--- src/rtl/uart_frame_assembler_if.sv ---
// Byte-in / word-out bundle for uart_frame_assembler: UART receive strobe, word FIFO handshake, frame status.
interface uart_frame_assembler_if #(
  parameter int WORD_BYTES = 2
);
  logic [7:0]              RX_DATA;
  logic                    RX_DONE;
  logic [8*WORD_BYTES-1:0] WORD_OUT;
  logic                    WORD_VALID;
  logic                    WORD_READY;
  logic                    FRAME_DONE;
  logic                    FRAME_ERR;
  logic                    OVF_STICKY;

  // WORD_OUT transfers on every cycle where WORD_VALID && WORD_READY; VALID never depends on READY,
  // and RX_DONE is a one-cycle strobe with no back-pressure.
  modport master (
    output RX_DATA, RX_DONE, WORD_READY,
    input  WORD_OUT, WORD_VALID, FRAME_DONE, FRAME_ERR, OVF_STICKY
  );

  modport slave (
    input  RX_DATA, RX_DONE, WORD_READY,
    output WORD_OUT, WORD_VALID, FRAME_DONE, FRAME_ERR, OVF_STICKY
  );
endinterface

--- src/rtl/uart_frame_assembler.sv ---
// Assembles SYNC/LEN/payload[/CHK] UART frames into little-endian words behind a FWFT word FIFO.
// Define UART_FRAME_CHECKSUM_EN to expect and verify a trailing mod-256 checksum byte.
module uart_frame_assembler #(
  parameter int         WORD_BYTES = 2,
  parameter logic [7:0] SYNC_BYTE  = 8'hA5,
  parameter int         FIFO_DEPTH = 4
) (
  input  logic                 CLK100MHZ,
  input  logic                 RESET,
  uart_frame_assembler_if.slave bus,
  output logic [1:0]           state_dbg
);
  localparam int WW = 8 * WORD_BYTES;
  localparam int BW = (WORD_BYTES > 1) ? $clog2(WORD_BYTES) : 1;
  localparam int AW = $clog2(FIFO_DEPTH);
  localparam logic [BW-1:0] LAST_BYTE = BW'(WORD_BYTES - 1);

`ifdef UART_FRAME_CHECKSUM_EN
  typedef enum logic [1:0] {S_SYNC = 2'd0, S_LEN = 2'd1, S_PAYLOAD = 2'd2, S_CHK = 2'd3} state_t;
`else
  typedef enum logic [1:0] {S_SYNC = 2'd0, S_LEN = 2'd1, S_PAYLOAD = 2'd2} state_t;
`endif

  state_t          state, state_next;
  logic [7:0]      len_q;
  logic [7:0]      word_cnt;
  logic [BW-1:0]   byte_cnt;
  logic [WW-1:0]   word_acc, word_next;
  logic            frame_ovf, ovf_sticky;
  logic            last_byte, last_word;
  logic            push, pop, full, blocked, push_ok, drop;
  logic            frame_done, frame_err;
`ifdef UART_FRAME_CHECKSUM_EN
  logic [7:0]      chk;
`endif

  logic [WW-1:0]   mem [FIFO_DEPTH];
  logic [AW-1:0]   rd_ptr, wr_ptr;
  logic [AW:0]     count;
  logic [WW-1:0]   last_out;

  assign last_byte = (byte_cnt == LAST_BYTE);
  assign last_word = (word_cnt == len_q - 8'd1);
  assign full      = (count == (AW+1)'(FIFO_DEPTH));
  assign pop       = (count != '0) && bus.WORD_READY;
  // A simultaneous pop frees the slot, so a push into a full FIFO is only lost when nothing leaves.
  assign blocked   = full && !pop;
  assign push_ok   = push && !blocked;
  assign drop      = push && blocked;

  always_comb begin
    word_next = word_acc;
    word_next[{byte_cnt, 3'b000} +: 8] = bus.RX_DATA;
  end

  always_ff @(posedge CLK100MHZ or posedge RESET) begin
    if (RESET) state <= S_SYNC;
    else       state <= state_next;
  end

  always_comb begin
    state_next = state;
    push       = 1'b0;
    frame_done = 1'b0;
    frame_err  = 1'b0;
    if (bus.RX_DONE) begin
      unique case (state)
        S_SYNC: if (bus.RX_DATA == SYNC_BYTE) state_next = S_LEN;
        S_LEN: begin
          if (bus.RX_DATA == 8'd0) begin
            frame_err  = 1'b1;
            state_next = S_SYNC;
          end else begin
            state_next = S_PAYLOAD;
          end
        end
        S_PAYLOAD: begin
          if (last_byte) begin
            push = 1'b1;
            if (last_word) begin
`ifdef UART_FRAME_CHECKSUM_EN
              state_next = S_CHK;
`else
              state_next = S_SYNC;
              frame_err  = frame_ovf || blocked;
              frame_done = !(frame_ovf || blocked);
`endif
            end
          end
        end
`ifdef UART_FRAME_CHECKSUM_EN
        S_CHK: begin
          state_next = S_SYNC;
          if (bus.RX_DATA == chk && !frame_ovf) frame_done = 1'b1;
          else                                  frame_err  = 1'b1;
        end
`endif
        default: state_next = S_SYNC;
      endcase
    end
  end

  always_ff @(posedge CLK100MHZ or posedge RESET) begin
    if (RESET) begin
      len_q      <= '0;
      word_cnt   <= '0;
      byte_cnt   <= '0;
      word_acc   <= '0;
      frame_ovf  <= 1'b0;
      ovf_sticky <= 1'b0;
`ifdef UART_FRAME_CHECKSUM_EN
      chk        <= '0;
`endif
    end else begin
      if (drop) ovf_sticky <= 1'b1;
      if (bus.RX_DONE) begin
        if (state == S_LEN) begin
          len_q     <= bus.RX_DATA;
          word_cnt  <= '0;
          byte_cnt  <= '0;
          word_acc  <= '0;
          frame_ovf <= 1'b0;
`ifdef UART_FRAME_CHECKSUM_EN
          chk       <= bus.RX_DATA;
`endif
        end else if (state == S_PAYLOAD) begin
          word_acc <= word_next;
`ifdef UART_FRAME_CHECKSUM_EN
          chk      <= chk + bus.RX_DATA;
`endif
          if (drop) frame_ovf <= 1'b1;
          if (last_byte) begin
            byte_cnt <= '0;
            word_cnt <= word_cnt + 8'd1;
          end else begin
            byte_cnt <= byte_cnt + BW'(1);
          end
        end
      end
    end
  end

  always_ff @(posedge CLK100MHZ) begin
    if (push_ok) mem[wr_ptr] <= word_next;
  end

  always_ff @(posedge CLK100MHZ or posedge RESET) begin
    if (RESET) begin
      rd_ptr   <= '0;
      wr_ptr   <= '0;
      count    <= '0;
      last_out <= '0;
    end else begin
      if (push_ok) wr_ptr <= wr_ptr + AW'(1);
      if (pop) begin
        rd_ptr   <= rd_ptr + AW'(1);
        last_out <= mem[rd_ptr];
      end
      unique case ({push_ok, pop})
        2'b10:   count <= count + (AW+1)'(1);
        2'b01:   count <= count - (AW+1)'(1);
        default: count <= count;
      endcase
    end
  end

  // When empty, WORD_OUT keeps showing the most recently consumed word.
  assign bus.WORD_OUT   = (count != '0) ? mem[rd_ptr] : last_out;
  assign bus.WORD_VALID = (count != '0);
  assign bus.FRAME_DONE = frame_done;
  assign bus.FRAME_ERR  = frame_err;
  assign bus.OVF_STICKY = ovf_sticky;
  assign state_dbg      = state;
endmodule

--- src/flat_wrapper.sv ---
// flat-port wrapper written by rule: the top's interface ports become plain ports
module uart_frame_assembler_flat 
#(
  parameter int         WORD_BYTES = 2,
  parameter logic [7:0] SYNC_BYTE  = 8'hA5,
  parameter int         FIFO_DEPTH = 4
)
  (CLK100MHZ, RESET, state_dbg, bus_RX_DATA, bus_RX_DONE, bus_WORD_READY, bus_WORD_OUT, bus_WORD_VALID, bus_FRAME_DONE, bus_FRAME_ERR, bus_OVF_STICKY);
  uart_frame_assembler_if #(.WORD_BYTES(WORD_BYTES)) bus_i ();
  input  logic CLK100MHZ;
  input  logic RESET;
  output logic [1:0] state_dbg;
  input wire logic [$bits(bus_i.RX_DATA)-1:0] bus_RX_DATA;
  input wire logic [$bits(bus_i.RX_DONE)-1:0] bus_RX_DONE;
  input wire logic [$bits(bus_i.WORD_READY)-1:0] bus_WORD_READY;
  output wire logic [$bits(bus_i.WORD_OUT)-1:0] bus_WORD_OUT;
  output wire logic [$bits(bus_i.WORD_VALID)-1:0] bus_WORD_VALID;
  output wire logic [$bits(bus_i.FRAME_DONE)-1:0] bus_FRAME_DONE;
  output wire logic [$bits(bus_i.FRAME_ERR)-1:0] bus_FRAME_ERR;
  output wire logic [$bits(bus_i.OVF_STICKY)-1:0] bus_OVF_STICKY;
  assign bus_i.RX_DATA = bus_RX_DATA;
  assign bus_i.RX_DONE = bus_RX_DONE;
  assign bus_i.WORD_READY = bus_WORD_READY;
  assign bus_WORD_OUT = bus_i.WORD_OUT;
  assign bus_WORD_VALID = bus_i.WORD_VALID;
  assign bus_FRAME_DONE = bus_i.FRAME_DONE;
  assign bus_FRAME_ERR = bus_i.FRAME_ERR;
  assign bus_OVF_STICKY = bus_i.OVF_STICKY;
  uart_frame_assembler #(.WORD_BYTES(WORD_BYTES), .SYNC_BYTE(SYNC_BYTE), .FIFO_DEPTH(FIFO_DEPTH)) u_core (.CLK100MHZ(CLK100MHZ), .RESET(RESET), .bus(bus_i), .state_dbg(state_dbg));
endmodule
--- config.mk ---
export PLATFORM = sky130hd
export DESIGN_NAME = uart_frame_assembler_flat
export DESIGN_NICKNAME = d
export VERILOG_FILES = /design/src/rtl/uart_frame_assembler_if.sv /design/src/rtl/uart_frame_assembler.sv /design/src/flat_wrapper.sv
export SDC_FILE = /design/constraint.sdc
export NUM_CORES = 1
export LEC_CHECK = 0
export CORE_MARGIN = 5
export CORE_UTILIZATION = 56
export CTS_CLUSTER_SIZE = 14
export DETAILED_ROUTE_END_ITERATION = 10
export PLACE_DENSITY = 0.76
export SETUP_SLACK_MARGIN = 0.2
export SLEW_MARGIN = 15
export SYNTH_ARGS = -nofsm -noshare
export SYNTH_HDL_FRONTEND = slang
export SYNTH_SLANG_ARGS = --single-unit
--- constraint.sdc ---
create_clock -name CLK100MHZ -period 8.2 [get_ports CLK100MHZ]
set_input_delay 2.05 -clock CLK100MHZ [delete_from_list [all_inputs] [get_ports CLK100MHZ]]
set_output_delay 2.05 -clock CLK100MHZ [all_outputs]
set_load 0.03 [all_outputs]
==> summary.log <==
INFO  cts            clock_tree.htree_level_count=4
INFO  cts            clk_transition_reported_paths=60ps
INFO  final_layout   antenna-diode-count=0
INFO  sta            tightestPinTransition=1060ps
INFO  cts            clk_path_buf_depth=2
INFO  setup_path     crit_required=6150ps
INFO  cts            clock_tree.root_cell=sky130_fd_sc_hd__clkbuf_8
INFO  global_route   met2_usage=0.338
INFO  power          power_density=417nW/um2
INFO  detailed_routing vias_per_cell=5.81
INFO  worst_hold_path min-delay-start=u_core.bus.OVF_STICKY
INFO  global_route   wire_length_of_the_first_global_routing_pass=18000um
INFO  final_layout   multiInputGateArea=2060um2
INFO  global_route   grt_most_used_layer=met2
INFO  sta            worst_slew_margin_rel=0.293
INFO  setup_path     worstReg2RegEnd=u_core.mem[3][0]
INFO  sta            finalSetupTns=0ps
INFO  synthesis      postSynth.asyncResetShare=0.484
INFO  setup_path     critPathBufInv=2
INFO  sta            rsz0062_at_grt=false
INFO  sta            period_needed=6340ps
INFO  power          power.static_leakage=0.00252uW
INFO  cts            tritoncts.num_buffers=17
INFO  final_layout   final-instance-count-excl-fill=560
INFO  synthesis      post_synth_inst_count=379
INFO  synthesis      synth_enable_flop_cells=64
INFO  detailed_routing routed-via-count=3254
INFO  global_route   grt_usage=0.199
INFO  sta            drv_slew=0
INFO  synthesis      synth_top_family_by_area=multiplexers
INFO  floorplanning  core_region_area=9770um2
INFO  setup_path     timing.reg2reg.setup_slack=5370ps
INFO  synthesis      synth_top_flop_cell=sky130_fd_sc_hd__edfxtp_1
INFO  setup_path     criticalPathCategory=in2out
INFO  power          max-vdd-ir-drop=0.211mV
INFO  sta            hold_viol_final=0
INFO  floorplanning  starting_density_of_the_core=0.572
INFO  setup_path     critical_path.most_common_cell=sky130_fd_sc_hd__clkdlybuf4s50_1
INFO  placement      post-dp-hpwl=7140um
INFO  detailed_routing routedWlPerCell=19.4um
INFO  setup_path     r2r_cells=3
INFO  final_layout   area_delta_synth_final=18.3%
INFO  setup_path     timing.critical_path.slowest_stage_cell=sky130_fd_sc_hd__clkdlybuf4s50_1
INFO  floorplanning  num_rows=36
INFO  worst_hold_path timing.hold.worst_endpoint=u_core.bus.OVF_STICKY
INFO  worst_hold_path min_path_type=reg2reg
INFO  synthesis      netlist_area_pre_place=5590um2
INFO  placement      dp_cells=528
INFO  status         outcome=finished, final reports clean
INFO  synthesis      count_of_yosys_warnings_during_synthesis=0
INFO  setup_path     critPathTopFamily=buffers and inverters
INFO  global_route   met1_usage=0.257
INFO  cts            worst_skew_pair.late_latency=510ps
INFO  worst_hold_path hold_depth=1
INFO  global_route   groute.layer.met3.usage=0.0470
INFO  global_route   grt_max_degree=61
INFO  setup_path     critical_path_arrival=4290ps
INFO  global_route   antenna_violations_before_repair=0
INFO  setup_path     setup.worst_path.start_class=input pin
INFO  placement      buffer_ports.inserted=33
INFO  global_route   overflow=0
INFO  floorplanning  die_area=12100um2
INFO  final_layout   nFillCells=696
INFO  sta            setup-violations-final=0
INFO  final_layout   postLayoutCoreUtil=0.677
INFO  detailed_routing drt_first_pass_iters=4
INFO  floorplanning  floorplan.io_pins=34
INFO  cts            post_cts_hold_buffer_count=0
INFO  synthesis      synth_compound_area_frac=0.0608
INFO  synthesis      yosys.area_share.simple=0.0722
INFO  sta            post_route_skew=6.72ps
INFO  global_route   vias_in_the_first_global_route=3439
INFO  detailed_routing remaining_drc_errors=0
INFO  synthesis      ys_ff_latch=124
INFO  placement      gp_congestion=0.757
INFO  setup_path     crit-reg2reg-launch=u_core.byte_cnt
INFO  cts            cts_tree=built
INFO  final_layout   layout.area.seq=3420um2
INFO  detailed_routing routed_wirelength=10800um
INFO  floorplanning  die_x=110um
INFO  synthesis      syn_area_per_cell=14.8um2
INFO  cts            cts_sinks=124
INFO  synthesis      synth_xor_area_frac=0.0282
INFO  cts            cts_resized=0
INFO  placement      placed_area=6030um2
INFO  final_layout   cell_area_after_layout=6620um2
INFO  sta            final_min_period_over_clock_period=0.773
INFO  synthesis      netlist-cell-type-count=45
INFO  setup_path     timing.critical_path.cells=clkdlybuf4s50_1 > or4_1 > nor2_1 > nand2_1 > a21oi_1 > clkdlybuf4s50_1
INFO  cts            post-cts-setup-buffers=0
INFO  setup_path     timing.critical_path.slowest_cell_delay=710ps
INFO  job            drv_cap=0
INFO  final_layout   nNetsFinal=436
INFO  detailed_routing drtIter0Drc=307
INFO  setup_path     crit_path_max_fanout=5
INFO  detailed_routing antenna_left=0
INFO  synthesis      synth_adder_area_share=0.0237
INFO  final_layout   drive_above_1_share=0.260
INFO  synthesis      synth.net_count=401
INFO  setup_path     worst_setup_path_end_kind=output pin
INFO  synthesis      synth.yosys.seq_area_share=0.612
INFO  floorplanning  chipHeight=110um
INFO  synthesis      post_synth_mux_area_share=0.183
INFO  sta            max_clock_freq=0.158GHz
-- power breakdown --
group | internal, uW | leakage [uW] | switching (uW)
combinational | 498 | 0.000922 | 511
clock | 463 | 0.000285 | 275
sequential | 839 | 0.00132 | 174
total | 1800 | 0.00252 | 960
-- kinds of logic (layout without fill, tap and decap cells) --
kind of cell | after synthesis | count (layout)
DFF | 124 | 124
and+or+nand+nor | 76 | 76
muxes | 75 | 75
AOI/OAI and AO/OA | 46 | 46
buffers and inverters | 30 | 78
xor gates and xnor gates | 18 | 18
adders and majority gates | 10 | 10
-- metal layers --
metal | wire (um) | vias to the layer above
met5 | 0 | -
met4 | 115 | 0
met3 | 523 | 11
met2 | 5610 | 76
met1 | 4590 | 1667
li1 | - | 1500
-- placed cells by master, fill, tap and decap left out, types with 4 or more instances in the layout --
cell type	n
sky130_fd_sc_hd__a21oi_1	10
sky130_fd_sc_hd__inv_1	11
sky130_fd_sc_hd__clkinv_2	4
sky130_fd_sc_hd__nand2_1	22
sky130_fd_sc_hd__dfrtp_1	59
sky130_fd_sc_hd__clkdlybuf4s50_1	33
sky130_fd_sc_hd__mux4_2	16
sky130_fd_sc_hd__nor3_1	5
sky130_fd_sc_hd__clkbuf_16	16
sky130_fd_sc_hd__a22o_1	16
sky130_fd_sc_hd__and2_1	5
sky130_fd_sc_hd__nor2_1	15
sky130_fd_sc_hd__ha_1	9
sky130_fd_sc_hd__xnor2_1	12
sky130_fd_sc_hd__xor2_1	6
sky130_fd_sc_hd__o21ai_0	7
sky130_fd_sc_hd__mux2_2	56
sky130_fd_sc_hd__nand3_1	5
sky130_fd_sc_hd__edfxtp_1	64
-- Yosys cell counts (2+ instances only) --
library cell,instances,share of area
sky130_fd_sc_hd__edfxtp_1,64,0.34
sky130_fd_sc_hd__dfrtp_1,60,0.27
sky130_fd_sc_hd__mux2_2,56,0.11
sky130_fd_sc_hd__nand2_1,22,0.015
sky130_fd_sc_hd__a22o_1,16,0.025
sky130_fd_sc_hd__mux4_2,16,0.064
sky130_fd_sc_hd__nor2_1,15,0.010
sky130_fd_sc_hd__clkbuf_1,14,0.0094
sky130_fd_sc_hd__inv_1,12,0.0081
sky130_fd_sc_hd__xnor2_1,12,0.019
sky130_fd_sc_hd__a21oi_1,10,0.0089
sky130_fd_sc_hd__ha_1,9,0.020
sky130_fd_sc_hd__o21ai_0,7,0.0063
sky130_fd_sc_hd__xor2_1,6,0.0094
sky130_fd_sc_hd__and2_1,5,0.0056
sky130_fd_sc_hd__nand3_1,5,0.0045
sky130_fd_sc_hd__nor3_1,5,0.0045
sky130_fd_sc_hd__and3_1,3,0.0034
sky130_fd_sc_hd__mux2i_1,3,0.0054
sky130_fd_sc_hd__nand2b_1,3,0.0034
sky130_fd_sc_hd__nor2b_1,3,0.0034
sky130_fd_sc_hd__or4_1,3,0.0040
sky130_fd_sc_hd__a31oi_1,2,0.0022
sky130_fd_sc_hd__and3b_2,2,0.0036
sky130_fd_sc_hd__buf_1,2,0.0013
sky130_fd_sc_hd__buf_2,2,0.0018
sky130_fd_sc_hd__nand4_1,2,0.0022
sky130_fd_sc_hd__o21bai_1,2,0.0027
sky130_fd_sc_hd__or3_1,2,0.0022
-- registers in the layout, indices dropped and copies added, names as in the netlist --
name	count
u_core.byte_cnt	1
u_core.mem	64
u_core.frame_ovf	1
u_core.state_dbg	2
u_core.count	3
u_core.word_cnt	8
u_core.last_out	16
u_core.wr_ptr	2
u_core.rd_ptr	2
u_core.bus.OVF_STICKY	1
u_core.word_acc	16
u_core.len_q	8
-- worst register-to-register path, cell delays in order, from the launching register on --
cell and delay (ps):
sky130_fd_sc_hd__dfrtp_1 920, sky130_fd_sc_hd__nand3_1 280, sky130_fd_sc_hd__nor2_1 470, sky130_fd_sc_hd__and2_1 780
-- final cells by class --
type,count,area share
timing repair buffer,34,0.0511
sequential,124,0.518
clock buffer,18,0.0632
clock inverter,14,0.0255
tap,133,0.0252
multi-input combinational,225,0.311
inverter,12,0.00681
-- metrics by stage --
step / worst slack [ps] / power, uW / hold slack [ps]
finish: 1860 / 2760 / 468
global route: 1720 / 2910 / 491
CTS: 1840 / 2780 / 471
detailed placement: 1850 / 2030 / 458
global placement: 1880 / 1990 / 451
floorplan: 2860 / 1730 / 454
-- worst max path at each step --
stage / to / startpoint / slack (ps) / cells after the start
global placement: bus_FRAME_ERR / bus_RX_DATA[6] / 1880 / 6
CTS: bus_FRAME_ERR / bus_RX_DATA[7] / 1840 / 6
detailed placement: bus_FRAME_ERR / bus_RX_DATA[7] / 1850 / 6
finish: bus_FRAME_ERR / bus_RX_DATA[7] / 1860 / 6
floorplan: bus_FRAME_ERR / bus_RX_DATA[6] / 2860 / 4
global route: bus_FRAME_DONE / bus_WORD_READY / 1720 / 5
Note: power is estimated with default switching activity, not from simulation.
